`config.mk`:
```
export PLATFORM = sky130hd
export DESIGN_NAME = reg_write_arbiter_flat
export DESIGN_NICKNAME = d
export VERILOG_FILES = /design/src/rtl/reg_write_arbiter_pkg.sv /design/src/rtl/reg_write_arbiter_if.sv /design/src/rtl/reg_write_arbiter_rr_pick.sv /design/src/rtl/reg_write_arbiter.sv /design/src/flat_wrapper.sv
export SDC_FILE = /design/constraint.sdc
export NUM_CORES = 1
export LEC_CHECK = 0
export ABC_AREA = 1
export CORE_MARGIN = 2
export CORE_UTILIZATION = 41
export DETAILED_ROUTE_END_ITERATION = 16
export PLACE_DENSITY = 0.79
export SETUP_SLACK_MARGIN = 0.3
export SKIP_CTS_REPAIR_TIMING = 1
export SYNTH_ARGS = -nofsm -noshare
export SYNTH_HDL_FRONTEND = slang
export SYNTH_SLANG_ARGS = --single-unit
```
`constraint.sdc`:
```
create_clock -name clk -period 2 [get_ports clk]
set_input_delay 0.6 -clock clk [delete_from_list [all_inputs] [get_ports clk]]
set_output_delay 0.6 -clock clk [all_outputs]
set_load 0.005 [all_outputs]
```
`src/rtl/reg_write_arbiter_pkg.sv`:
```
// Shared definitions for the round-robin single-writer register arbiter:
// FSM state encoding and default geometry.
package reg_write_arbiter_pkg;

    localparam int DEF_N  = 4;
    localparam int DEF_W  = 8;
    localparam int DEF_IW = 2;

    typedef enum logic [1:0] {
        ST_IDLE  = 2'b00,
        ST_GRANT = 2'b01,
        ST_LOAD  = 2'b10
    } state_t;

endpackage

```
`src/rtl/reg_write_arbiter_if.sv`:
```
// Requester-side bus of the shared-register arbiter: requests and data in,
// grant/acknowledge/status and the shared register contents out.
interface reg_write_arbiter_if
    import reg_write_arbiter_pkg::*;
#(
    parameter int N  = DEF_N,
    parameter int W  = DEF_W,
    parameter int IW = DEF_IW
);

    logic [N-1:0]   req;
    logic [N*W-1:0] din;
    logic [N-1:0]   gnt;
    logic [N-1:0]   ack;
    logic [IW-1:0]  owner;
    logic           busy;
    logic [W-1:0]   q;

    modport master (
        output req, din,
        input  gnt, ack, owner, busy, q
    );

    modport slave (
        input  req, din,
        output gnt, ack, owner, busy, q
    );

endinterface

```
`src/rtl/reg_write_arbiter_rr_pick.sv`:
```
// Rotating-priority picker: index of the first set request bit searching
// ptr, ptr+1, ... N-1, 0, ... ptr-1.
module reg_write_arbiter_rr_pick #(
    parameter int N  = 4,
    parameter int IW = 2
) (
    input  logic [N-1:0]  req,
    input  logic [IW-1:0] ptr,
    output logic [IW-1:0] idx,
    output logic          any
);

    logic [IW-1:0] j;

    // NOTE: every output of a combinational block gets a default before any
    // conditional assignment, otherwise the unassigned path infers a latch.
    always_comb begin
        idx = '0;
        any = 1'b0;
        j   = '0;
        // Walk from the farthest slot back to ptr so the nearest hit wins.
        for (int k = N - 1; k >= 0; k--) begin
            j = IW'((int'(ptr) + k) % N);
            if (req[j]) begin
                idx = j;
                any = 1'b1;
            end
        end
    end

endmodule

```
`src/rtl/reg_write_arbiter.sv`:
```
// Round-robin arbiter owning the single write port of a shared W-bit register:
// IDLE -> GRANT (owner chosen) -> LOAD (Q committed, Ack pulsed) -> GRANT/IDLE.
module reg_write_arbiter
    import reg_write_arbiter_pkg::*;
#(
    parameter int N  = DEF_N,
    parameter int W  = DEF_W,
    parameter int IW = DEF_IW
) (
    input  logic              clk,
    input  logic              rst_n,
    reg_write_arbiter_if.slave bus
);

    state_t        state_q, state_d;
    logic [IW-1:0] ptr_q;
    logic [IW-1:0] owner_q;
    logic [IW-1:0] owner_inc;
    logic [N-1:0]  gnt_q;
    logic [W-1:0]  q_q;
    logic [N-1:0]  pick_req;
    logic [N-1:0]  pick_onehot;
    logic [IW-1:0] pick_ptr;
    logic [IW-1:0] pick_idx;
    logic          pick_any;
    logic [W-1:0]  din_a [N];

    for (genvar i = 0; i < N; i++) begin : g_din
        assign din_a[i] = bus.din[i*W +: W];
    end

    assign owner_inc = (owner_q == IW'(N - 1)) ? '0 : owner_q + 1'b1;

    // In LOAD the search starts from the pointer value being written this edge,
    // and the current owner is masked out since its Req may still be high.
    assign pick_ptr    = (state_q == ST_LOAD) ? owner_inc : ptr_q;
    assign pick_req    = bus.req & ~gnt_q;
    assign pick_onehot = N'(1) << pick_idx;

    reg_write_arbiter_rr_pick #(.N(N), .IW(IW)) u_pick (
        .req (pick_req),
        .ptr (pick_ptr),
        .idx (pick_idx),
        .any (pick_any)
    );

    // NOTE: sequential state uses non-blocking assignments so every register
    // samples pre-edge values regardless of block ordering.
    always_ff @(posedge clk or negedge rst_n) begin
        if (!rst_n) state_q <= ST_IDLE;
        else        state_q <= state_d;
    end

    always_comb begin
        state_d = state_q;
        unique case (state_q)
            ST_IDLE:  state_d = pick_any ? ST_GRANT : ST_IDLE;
            ST_GRANT: state_d = ST_LOAD;
            ST_LOAD:  state_d = pick_any ? ST_GRANT : ST_IDLE;
            default:  state_d = ST_IDLE;
        endcase
    end

    always_comb begin
        bus.ack  = (state_q == ST_LOAD) ? gnt_q : '0;
        bus.busy = (state_q != ST_IDLE);
    end

    always_ff @(posedge clk or negedge rst_n) begin
        if (!rst_n) begin
            ptr_q   <= '0;
            owner_q <= '0;
            gnt_q   <= '0;
        end else begin
            if (state_q == ST_LOAD)
                ptr_q <= owner_inc;
            if ((state_q == ST_IDLE || state_q == ST_LOAD) && pick_any) begin
                owner_q <= pick_idx;
                gnt_q   <= pick_onehot;
            end else if (state_q == ST_LOAD) begin
                gnt_q   <= '0;
            end
        end
    end

    // NOTE: the shared register is architecturally visible state that must read
    // 0 after reset, so unlike a plain datapath pipe it takes the async clear.
    always_ff @(posedge clk or negedge rst_n) begin
        if (!rst_n)                  q_q <= '0;
        else if (state_q == ST_GRANT) q_q <= din_a[owner_q];
    end

    assign bus.gnt   = gnt_q;
    assign bus.owner = owner_q;
    assign bus.q     = q_q;

endmodule

```
`src/flat_wrapper.sv`:
```
// flat-port wrapper written by rule: the top's interface ports become plain ports
module reg_write_arbiter_flat import reg_write_arbiter_pkg::*;
#(
    parameter int N  = DEF_N,
    parameter int W  = DEF_W,
    parameter int IW = DEF_IW
)
  (clk, rst_n, bus_req, bus_din, bus_gnt, bus_ack, bus_owner, bus_busy, bus_q);
  reg_write_arbiter_if #(.N(N), .W(W), .IW(IW)) bus_i ();
  input  logic clk;
  input  logic rst_n;
  input wire logic [$bits(bus_i.req)-1:0] bus_req;
  input wire logic [$bits(bus_i.din)-1:0] bus_din;
  output wire logic [$bits(bus_i.gnt)-1:0] bus_gnt;
  output wire logic [$bits(bus_i.ack)-1:0] bus_ack;
  output wire logic [$bits(bus_i.owner)-1:0] bus_owner;
  output wire logic [$bits(bus_i.busy)-1:0] bus_busy;
  output wire logic [$bits(bus_i.q)-1:0] bus_q;
  assign bus_i.req = bus_req;
  assign bus_i.din = bus_din;
  assign bus_gnt = bus_i.gnt;
  assign bus_ack = bus_i.ack;
  assign bus_owner = bus_i.owner;
  assign bus_busy = bus_i.busy;
  assign bus_q = bus_i.q;
  reg_write_arbiter #(.N(N), .W(W), .IW(IW)) u_core (.clk(clk), .rst_n(rst_n), .bus(bus_i));
endmodule
```
==> results.cfg, run 1 <==
[outcome]
outcome = finished clean

[clock_tree]
clockBufferDepth = 2
cts_tree = done
cts_root_buf = clkbuf_4
htreeDepth = 1
cts_sinks = 18
clk_pin_slew_ps = 110
cts_made_buffers = 3
insertion_delay_ps = 300

[yosys]
syn_area_um2 = 1260
ys_types = 24
synthTopCellsByCount = 49 x nor2_1, 30 x nand2_1, 18 x dfrtp_1, 17 x o21ai_0, 15 x nand3_1
synth_fa_ha_area_share_pct = 0.989
synth_compound_area_share_pct = 13.8
synthMuxAreaShare_pct = 0
synth_warnings = 0
syn_inst = 186
postSynthAreaPerCell_um2 = 6.80
ys.flop_type = dfrtp_1
synth_xor_area_share_pct = 0
synth_top_area_cell = dfrtp_1
yosys.area_share.simple_pct = 43.1
synth_top_family_by_area = simple AND/OR/NAND/NOR gates
syn_nets = 225
synth_edf_count = 0
synth.most_common_cell = nor2_1
async_flop_share_pct = 100
yosysTopAreaCellShare_pct = 35.6
yosys_register_bits = 18
yosys-top-cells-area = dfrtp_1 36%, nor2_1 15%, nand2_1 8.9%, o21ai_0 6.7%, nand3_1 5.9%
yosysSeqAreaShare_pct = 35.6

[pwr]
total_power_mw = 4.13
internal_power_mw = 2.04
power.leakage_nw = 1.25
combPwrFrac_pct = 78.1
powerDensity_nw_per_um2 = 1730
ir_worst_vdd_v = 0.00113
p_switching_mw = 2.09
power_frac_clock_pct = 5.6
p_seq_share_pct = 16.3
p_sw_share_pct = 50.6

[floorplan]
ios = 57
die_h_um = 59.5
start_util_pct = 42.1
die_area_um2 = 3550
rows = 20
die_w_um = 59.5
core-area_um2 = 3000

[timing]
finalCritPeriodShare_pct = 96.5
slew-limit-headroom_pct = 81.4
setup_viol = 0
drv_slew = 0
final_hold_viol_count = 0
fmax_mhz = 518
finalCriticalPeriod_ps = 1930
rsz0062_at_grt = yes
fin_skew_ps = 3.58
fin_hold_ws_ps = 526
worstMarginPinSlew_ps = 277

[cells_and_area]
finish.utilization_pct = 79.5
finalNetCount = 314
area_growth_pct = 88.6
design_area_um2 = 2390
num_antenna_cells = 0
final_layout_size_suffix_gt1_share_pct = 35.8

[critical_path]
end_kind = register
critPathRequiredTime_ps = 2200
path_max_fanout = 3
critPathArrivalTime_ps = 2130
critPathLaunchType = register
path_class = register to register
crit_chain = ha_2 > nand3b_1 > nand2_2 > nand2_4 > nand2_1 > nand2_2 > nand3_2 > nand2_2 > nand2_2 > nand2_2 > nand3_1 > nand2_1
crit_slowest_cell = dfrtp_1
path_common_cell = nand2_2
crit_path_max_incr_delay_ps = 430

[min_path]
hold_path.class = register to register

[global_routing]
grt_overflow_total = 0
grt_usage_pct = 20.4
grt_pass1_wl_mm = 5.55
grt_max_degree = 19
antenna_found_initial = 0
grt_pass1_vias = 1260

[route]
ant_nets = 0
avgRoutedWirePerCell_um = 15.9
drt-total-wl_mm = 4.88
drc = 0
drtIter0Drc = 99
via_per_inst = 5.28
vias = 1622
first_pass_iters = 4

[place]
hpwl_mm = 2.62
place_congestion = 0.827
port_buffers = 56
placed_area_um2 = 1910

[run]
max_cap_viol_count = 0
state kept, by name, indices dropped and copies added (netlist names):
name	flops
u_core.ptr_q	2
u_core.bus.owner	2
u_core.bus.gnt	4
u_core.bus.q	8
u_core.state_q	2
cells in the final DEF (no fill, tap or decap), types with 3 or more instances in the layout:
| master | netlist | routed |
|---|---|---|
| nand2_1 | 30 | 17 |
| clkbuf_4 | 0 | 3 |
| a21oi_4 | 1 | 4 |
| nand3_1 | 15 | 5 |
| inv_1 | 11 | 10 |
| nor2_2 | 1 | 4 |
| inv_2 | 4 | 5 |
| a31oi_1 | 8 | 8 |
| buf_6 | 0 | 5 |
| dfrtp_1 | 18 | 17 |
| nand3_2 | 1 | 11 |
| nor2_1 | 49 | 44 |
| buf_4 | 0 | 27 |
| clkdlybuf4s50_1 | 0 | 37 |
| o21ai_0 | 17 | 17 |
| nand2_4 | 4 | 13 |
| nor2_4 | 2 | 4 |
| nand2_2 | 10 | 12 |
| dlymetal6s2s_1 | 0 | 15 |
kinds of logic after synthesis:
family,Yosys count
DFF,18
buffers and inverters,21
adders and majority gates,1
AOI/OAI and AO/OA,30
and+or+nand+nor,116
path summary, 6_finish.rpt:
check	cells past startpoint	slack [ps]	from	to
max	12	70	u_core.bus.owner[0]	u_core.bus.gnt[3]
min	2	530	u_core.bus.gnt[2]	u_core.bus.gnt[2]
max reg2reg	12	70	u_core.bus.owner[0]	u_core.bus.gnt[3]
min reg2reg	2	530	u_core.bus.gnt[2]	u_core.bus.gnt[2]
max in group asynchronous	2	1170	rst_n	u_core.state_q[1]
min in group asynchronous	2	620	rst_n	u_core.state_q[0]
through the flow:
step | TNS (ps) | instances | worst slack (ps)
floorplan | 0 | 186 | 410
global placement | -261 | 278 | -57.5
detailed placement | -585 | 278 | -126
CTS | -634 | 282 | -156
global route | -114 | 307 | -37.9
finish | 0 | 307 | 69.1
worst max-delay path, delay by kind of cell, from the launching register on:
kind	cells	cell delay (ps)
adder cells (fa/ha/maj)	1	320
flip-flops	1	430
AND/OR/NAND/NOR	11	1080
layer usage:
| metal | vias up | part of all wire, % | track usage (%) |
|---|---|---|---|
| met2 | 65 | 52 | 34.1 |
| met1 | 769 | 41 | 27.7 |
| met5 | - | 0 | 0 |
| met3 | 6 | 5.3 | 3.71 |
| met4 | 0 | 1.8 | 3.81 |
| li1 | 782 | - | - |
cell type report:
class	instances	area [um2]
Clock buffer	4	36.3
Fill cell	187	617
Inverter	16	60.1
Multi-Input combinational cell	148	960
Sequential cell	18	452
Tap cell	33	41.3
Timing Repair Buffer	88	837
power groups by stage:
stage | combinational [mW] | sequential [mW] | clock, mW
3_3_place_gp | 2.09 | 0.663 | 0
6_report | 3.22 | 0.673 | 0.233
3_5_place_dp | 2.11 | 0.668 | 0
5_1_grt | 3.46 | 0.690 | 0.250
2_1_floorplan | 1.38 | 0.678 | 0
4_1_cts | 2.12 | 0.660 | 0.236
Note: power is estimated with default switching activity, not from simulation.
==> inputs of run 2 (changes only) <==
ABC_CLOCK_PERIOD_IN_PS = 2000   (was default)
SETUP_SLACK_MARGIN = 0.05   (was 0.3)
==> run 2 against run 1 <==
Against the previous run:
- clock skew up 2.5 ps
- worst hold slack got worse by 4.6 ps
- first-iteration DRC count decreased by 42%
- design area fell by 13%
- routed wire length down 24%
- combinational power down 25%
==> results.cfg, run 2 (same netlist as run 1, synthesis figures left out) <==
[global_routing]
top_usage_layer = met2
grt_max_degree = 19
grt_util_met1_pct = 27.7
grt_pass1_vias = 1260
antenna_found_initial = 0
grt_overflow_total = 0
grt_usage_pct = 20.4
grt_pass1_wl_mm = 5.55
use_met3_pct = 3.71
met2_usage_pct = 34.1

[timing]
fin_hold_ws_ps = 522
finalCritPeriodShare_pct = 94.6
final_hold_viol_count = 0
slew-limit-headroom_pct = 83.0
fmax_mhz = 529
finalCriticalPeriod_ps = 1890
drv_slew = 0
fin_skew_ps = 6.03
timing.final.ws_setup_ps = 108
setup_viol = 0
worstMarginPinSlew_ps = 254

[route]
drc = 0
drtIter0Drc = 57
drt-total-wl_mm = 3.70
vias = 1454
ant_nets = 0
avgRoutedWirePerCell_um = 12.6
first_pass_iters = 4
via_per_inst = 4.96

[floorplan]
rows = 20
die_area_um2 = 3550
die_h_um = 59.5
die_w_um = 59.5
core-area_um2 = 3000
start_util_pct = 42.1
ios = 57

[min_path]
min_to = u_core.bus.gnt[0]
whs_path_depth = 2
holdCritStartpoint = u_core.bus.gnt[0]
hold_path.class = register to register

[clock_tree]
clockBufferDepth = 2
cts_sinks = 18
cts_made_buffers = 3
cts_tree = done
insertion_delay_ps = 300
cts_root_buf = clkbuf_4
htreeDepth = 1
clk_pin_slew_ps = 100

[pwr]
internal_power_mw = 1.71
powerDensity_nw_per_um2 = 1590
p_switching_mw = 1.57
power_frac_clock_pct = 7.0
combPwrFrac_pct = 72.9
ir_worst_vdd_v = 0.000721
p_sw_share_pct = 47.9
power.leakage_nw = 1.04
p_seq_share_pct = 20.2

[cells_and_area]
finish.utilization_pct = 69.0
largest_reg_flops = 8
stdcell_count = 293
num-fill-cells = 244
design_area_um2 = 2070
num_antenna_cells = 0
area_growth_pct = 63.8
final_layout_size_suffix_gt1_share_pct = 19.6
layout_commonest_cell = clkdlybuf4s50_1
finalNetCount = 300
final_cell_mix = 50 x clkdlybuf4s50_1, 48 x nor2_1, 29 x nand2_1, 17 x o21ai_0, 17 x dfrtp_1

[critical_path]
path_class = register to register
end_kind = register
critPathArrivalTime_ps = 2090
r2r_cells = 14
critPathLaunchType = register
r2r_slack_ps = 110
critPathRequiredTime_ps = 2200
path_max_fanout = 8
reg2reg_from = u_core.bus.owner[0]
rr_endpoint = u_core.bus.gnt[3]

[place]
place_congestion = 0.827
hpwl_mm = 2.62
port_buffers = 56
placed_area_um2 = 1910
dp_cells = 278
pre_cts_slack_ps = -126

[run]
max_cap_viol_count = 0

[outcome]
outcome = finished clean
-- run 2: worst max-delay path, stage by stage (launching register included) --
cell	delay, ps
dfrtp_1	430
buf_6	140
buf_4	150
nor2_1	130
nand2_2	110
nand2_4	110
nand2_1	100
nand2_1	90
nand2_1	90
nand3_2	100
nand2_1	70
nand2_2	80
nand2_2	60
nand3_1	60
nand2_1	50
-- run 2: through the flow --
| step | setup TNS, ps | power, mW |
|---|---|---|
| floorplan | 0 | 2.06 |
| global placement | -261 | 2.75 |
| detailed placement | -585 | 2.78 |
| CTS | -634 | 3.02 |
| global route | -24.8 | 3.60 |
| finish | 0 | 3.29 |
-- run 2: how the worst max path moves through the flow --
stage,from,endpoint,slack [ps],depth (start not counted)
final,u_core.bus.owner[0],u_core.bus.gnt[3],110,14
after global placement,bus_req[3],u_core.bus.gnt[3],-60,10
after global routing,u_core.bus.owner[0],u_core.bus.gnt[2],-10,13
after floorplan,u_core.bus.owner[0],u_core.bus.owner[0],410,11
after detailed placement,bus_req[3],u_core.bus.gnt[2],-130,10
after CTS,u_core.state_q[0],bus_ack[2],-160,4
-- run 2: final cells by class --
cell class | instances | area (um2) | share of cell area (%)
Tap cell | 33 | 41.3 | 1.99
Inverter | 16 | 60.1 | 2.90
Timing Repair Buffer | 74 | 718 | 34.7
Sequential cell | 18 | 452 | 21.8
Multi-Input combinational cell | 148 | 764 | 36.9
Clock buffer | 4 | 36.3 | 1.75
-- run 2: power groups by stage --
stage          Sequential (mW)  Clock, mW  Combinational (mW)
6_report                 0.664      0.229                2.40
3_3_place_gp             0.663          0                2.09
2_1_floorplan            0.678          0                1.38
4_1_cts                  0.660      0.236                2.12
3_5_place_dp             0.668          0                2.11
5_1_grt                  0.683      0.254                2.66
-- run 2: per-layer routing --
layer | share of wire, % | wire length [um]
met1 | 45 | 1680
met3 | 4.0 | 148
met4 | 0.92 | 34
met5 | 0 | 0
met2 | 50 | 1830
